===== src/rtl/demux4_stream.sv =====
`default_nettype none
// ============================================================================
//  Module      : demux4_stream
//  Description : 1-to-4 valid/ready stream demultiplexer with one-entry output
//                registers per lane. The lane comes from {s1,s0} or from an
//                internal round-robin counter (TDM de-interleave).
//  Revision    : 1.0 - initial release
// ============================================================================
module demux4_stream #(
  parameter int WIDTH    = 8,
  parameter bit AUTO_SEL = 1'b0
) (
  input  logic             clk,
  input  logic             rst,
  input  logic [WIDTH-1:0] d,
  input  logic             d_valid,
  output logic             d_ready,
  input  logic             s1,
  input  logic             s0,
  input  logic             frame_sync,
  output logic [WIDTH-1:0] y0,
  output logic [WIDTH-1:0] y1,
  output logic [WIDTH-1:0] y2,
  output logic [WIDTH-1:0] y3,
  output logic [3:0]       y_valid,
  input  logic [3:0]       y_ready,
  output logic [1:0]       lane
);

  localparam int c_LANES = 4;

  logic [WIDTH-1:0] r_y [c_LANES];
  logic [3:0]       r_valid;
  logic [1:0]       r_rr;
  logic [1:0]       w_k;
  logic [3:0]       w_free;
  logic             w_xfer;

  // The counter exists in both modes; it simply goes unobserved when the
  // lane comes from the select pins.
  assign w_k     = AUTO_SEL ? r_rr : {s1, s0};
  assign w_free  = ~r_valid | y_ready;
  assign d_ready = !rst && w_free[w_k];
  assign w_xfer  = d_valid && d_ready;
  assign lane    = w_k;

  // frame_sync outranks the increment; a concurrent transfer already used
  // the old count through w_k.
  always_ff @(posedge clk) begin
    if (rst) begin
      r_rr <= 2'd0;
    end else if (frame_sync) begin
      r_rr <= 2'd0;
    end else if (w_xfer) begin
      r_rr <= r_rr + 2'd1;
    end
  end

  genvar k;
  generate
    for (k = 0; k < c_LANES; k++) begin : g_lane
      // A write wins over a drain, so a lane that drains and refills in the
      // same cycle keeps valid high with no bubble.
      always_ff @(posedge clk) begin
        if (rst) begin
          r_y[k]     <= '0;
          r_valid[k] <= 1'b0;
        end else if (w_xfer && (w_k == 2'(k))) begin
          r_y[k]     <= d;
          r_valid[k] <= 1'b1;
        end else if (r_valid[k] && y_ready[k]) begin
          r_valid[k] <= 1'b0;
        end
      end
    end
  endgenerate

  assign y0      = r_y[0];
  assign y1      = r_y[1];
  assign y2      = r_y[2];
  assign y3      = r_y[3];
  assign y_valid = r_valid;

endmodule
`default_nettype wire


===== config.mk =====
export PLATFORM = sky130hd
export DESIGN_NAME = demux4_stream
export DESIGN_NICKNAME = d
export VERILOG_FILES = /design/src/rtl/demux4_stream.sv
export SDC_FILE = /design/constraint.sdc
export NUM_CORES = 1
export LEC_CHECK = 0
export ABC_AREA = 1
export CORE_MARGIN = 2
export CORE_UTILIZATION = 43
export CTS_BUF_LIST = sky130_fd_sc_hd__clkbuf_8 sky130_fd_sc_hd__clkbuf_16
export DETAILED_ROUTE_END_ITERATION = 6
export PLACE_DENSITY = 0.79
export SLEW_MARGIN = 20
export SYNTH_ARGS = -nofsm -noshare
export SYNTH_HDL_FRONTEND = slang
export SYNTH_SLANG_ARGS = --single-unit

===== constraint.sdc =====
create_clock -name clk -period 1.59 [get_ports clk]
set_input_delay 0.318 -clock clk [delete_from_list [all_inputs] [get_ports clk]]
set_output_delay 0.318 -clock clk [all_outputs]
set_load 0.03 [all_outputs]

==> results.yml <==
synth:
  avgSynthCellArea_um2: 12.63
  synth_top_area_share: 0.6503
  synth_edf_count: 32
  syn_nets: 135
  yosys.area.top_type: "edfxtp_1"
  yosysMostFrequentCell: "nor2_1"
  synth_area_leaders: "edfxtp_1 (65%), nor2_1 (8.4%), nand4_4 (5.8%), dfxtp_1 (5.4%), inv_1 (4.6%)"
  synth_cell_types: 15
  async_flop_share: 0
  synth_common_cells: "nor2_1 (33), edfxtp_1 (32), inv_1 (18), nand2_1 (9)"
  yosysWarnings: 0
  synth_flop_cell: "edfxtp_1"
  ys_ff_latch: 36
  synthesis.instances: 117
  synth_area_um2: 1478
  yosysSeqAreaShare: 0.7045
place:
  place_area_um2: 2255
  dp_hpwl_mm: 2.581
  port_buffers: 55
  gp_congestion: 0.8718
  dp_cells: 234
die:
  coreArea_um2: 3311
  initial_core_util: 0.4463
  die_x_um: 62.62
  die_height_um: 62.62
  die-area_um2: 3921
  rows: 21
  io_pins: 57
setup_path:
  cp-start-kind: "flip-flop"
  cp.required_ps: 1270
  reg2reg_slack_ps: 120
  cp_max_fo: 2
  end_kind: "primary output"
  crit_type: "reg2out"
  rr_startpoint: "y_valid[0]$_SDFFE_PP0P_"
  critPathArrivalTime_ps: 1210
  worst_r2r_path_depth: 9
  reg2reg_to: "r_y[1][5]$_SDFFCE_PN0P_"
layout:
  nNetsFinal: 214
  stdcell_area_um2: 2357
  fin_util: 0.7120
  fillCellCount: 275
  syn2layout_area_growth_pct: 59.53
  diodes: 0
  instances_no_fill: 243
  drive_gt1_frac: 0.2741
  ff_latch_area_um2: 1042
  multiInputGateArea_um2: 391.6
detailed_routing:
  dr.pass1.iters: 4
  post_drt_via_cell_ratio: 4.453
  wl_per_cell_um: 13.17
  drtIter0Drc: 31
  drt_wl_total_mm: 3.200
  vias: 1082
  drtAntennaViolNets: 0
  drc: 0
clock_tree:
  ctsHtreeMaxLevel: 2
  clock_latency_ps: 280
  cts_buffers: 5
  cts_tree: "done"
  cts_num_sinks: 36
  cts.hold.buffers_added: 0
  clkTransAtPathRegs_ps: 60
  clk_path_buf_depth: 2
  clockRootBuffer: "clkbuf_8"
timing:
  period_minus_slack_ps: 1527
  hold_viol_final: 0
  whs_ps: 435.0
  maxSlewViolCount: 0
  finalSetupViolCount: 0
  slew_headroom: 0.7890
  clock.fmax_ghz: 0.6548
  tightest_slew_ps: 316.1
  clock_skew_ps: 6.138
  period_share: 0.9605
power:
  p_total_w: 0.002142
  power_density_nw_per_um2: 908.8
  internal_power_w: 0.001649
  p_sw_frac: 0.2300
  ir_worst_vdd_mv: 0.5257
  p_clk_frac: 0.351
  p_sw_w: 0.0004928
  leakagePower_nw: 1.155
  combPwrFrac: 0.147
  p_seq_frac: 0.503
min_path:
  hold_end: "y_valid[0]$_SDFFE_PP0P_"
  hold_class: "in2reg"
  holdCritStartpoint: "y_ready[0]"
  whs_path_depth: 4
status:
  outcome: "completed"
global_route:
  grt_pass1_wl_mm: 5.444
  track_usage: 0.1831
  antenna_found_initial: 0
  grt_start_max_net_pins: 12
  grt-ovfl-total: 0
  first_global_vias: 1159
run:
  cap_violations: 0
==> cells by family (layout without fill, tap and decap cells) <==
| kind of cell | after synthesis | in the layout | synth area share |
|---|---|---|---|
| AOI/OAI and AO/OA | 4 | 4 | 0.01355 |
| buffers and inverters | 21 | 101 | 0.05926 |
| DFF | 36 | 36 | 0.7045 |
| and+or+nand+nor | 56 | 56 | 0.2227 |
==> flip-flops by register name, indices dropped and copies added, names as in the netlist <==
signal   flops
r_y         32
y_valid      4
==> placed cells by master (no fill, tap or decap), drive strengths merged <==
cell | synthesis | final
nand4 | 4 | 4
nand2 | 12 | 12
clkdlybuf4s50 | 0 | 9
clkinv | 1 | 2
edfxtp | 32 | 32
nor2 | 39 | 39
buf | 2 | 22
dfxtp | 4 | 4
inv | 18 | 19
bufinv | 0 | 1
a21oi | 4 | 4
dlygate4sd2 | 0 | 38
clkbuf | 0 | 7
nor4 | 1 | 1
dlymetal6s2s | 0 | 3
==> worst max-delay path, cell delays in order (launching register included) <==
cell,delay [ps]
dfxtp_1,320
nand2_2,100
nor2_4,60
nor4_4,260
buf_4,200
==> power groups by stage <==
| stage | Combinational (W) | Sequential, W | Clock (W) |
|---|---|---|---|
| floorplan | 0.0000781 | 0.00117 | 0 |
| global placement | 0.000333 | 0.00110 | 0 |
| detailed placement | 0.000340 | 0.00110 | 0 |
| CTS | 0.000318 | 0.00108 | 0.000774 |
| global route | 0.000333 | 0.00108 | 0.000814 |
| finish | 0.000314 | 0.00108 | 0.000752 |
==> layer usage <==
layer / global-route usage / share of wire / vias to the layer above
met5: 0 / 0 / -
met4: 0.05556 / 0 / 0
met2: 0.3360 / 0.55 / 47
met1: 0.1940 / 0.37 / 497
li1: - / - / 538
met3: 0.06847 / 0.075 / 0
==> worst max-delay path by stage <==
| stage | startpoint | end | slack (ps) | cells past startpoint |
|---|---|---|---|---|
| after CTS | y_ready[3] | d_ready | -50 | 6 |
| after floorplan | y_valid[3]$_SDFFE_PP0P_ | d_ready | 20 | 3 |
| final | y_valid[3]$_SDFFE_PP0P_ | d_ready | 60 | 4 |
| after global placement | s0 | d_ready | -360 | 7 |
| after global routing | y_valid[3]$_SDFFE_PP0P_ | d_ready | -0.9 | 4 |
| after detailed placement | s1 | r_y[3][6]$_SDFFCE_PN0P_ | -410 | 8 |
==> stage by stage <==
stage	setup WS [ps]	TNS, ps
after floorplan	18.99	0
after global placement	-358.0	-20800
after detailed placement	-414.4	-25090
after CTS	-54.95	-54.95
after global routing	-0.9494	-0.9494
final	62.74	0
==> final cells by class <==
cell class,count,share of cell area
timing repair buffer,74,0.2909
multi-input combinational,60,0.1661
tap,46,0.02442
inverter,19,0.03079
clock buffer,5,0.02919
sequential,36,0.4421
clock inverter,3,0.01645
==> repair_timing <==
| action | in CTS | in global routing |
|---|---|---|
| setup buffers | 2 | 0 |
| pin swaps | 5 | 2 |
| gates resized for setup | 50 | 9 |
| endpoints found under the setup margin | 99 | 38 |
| gates cloned | 0 | 0 |
Note: power is estimated with default switching activity, not from simulation.
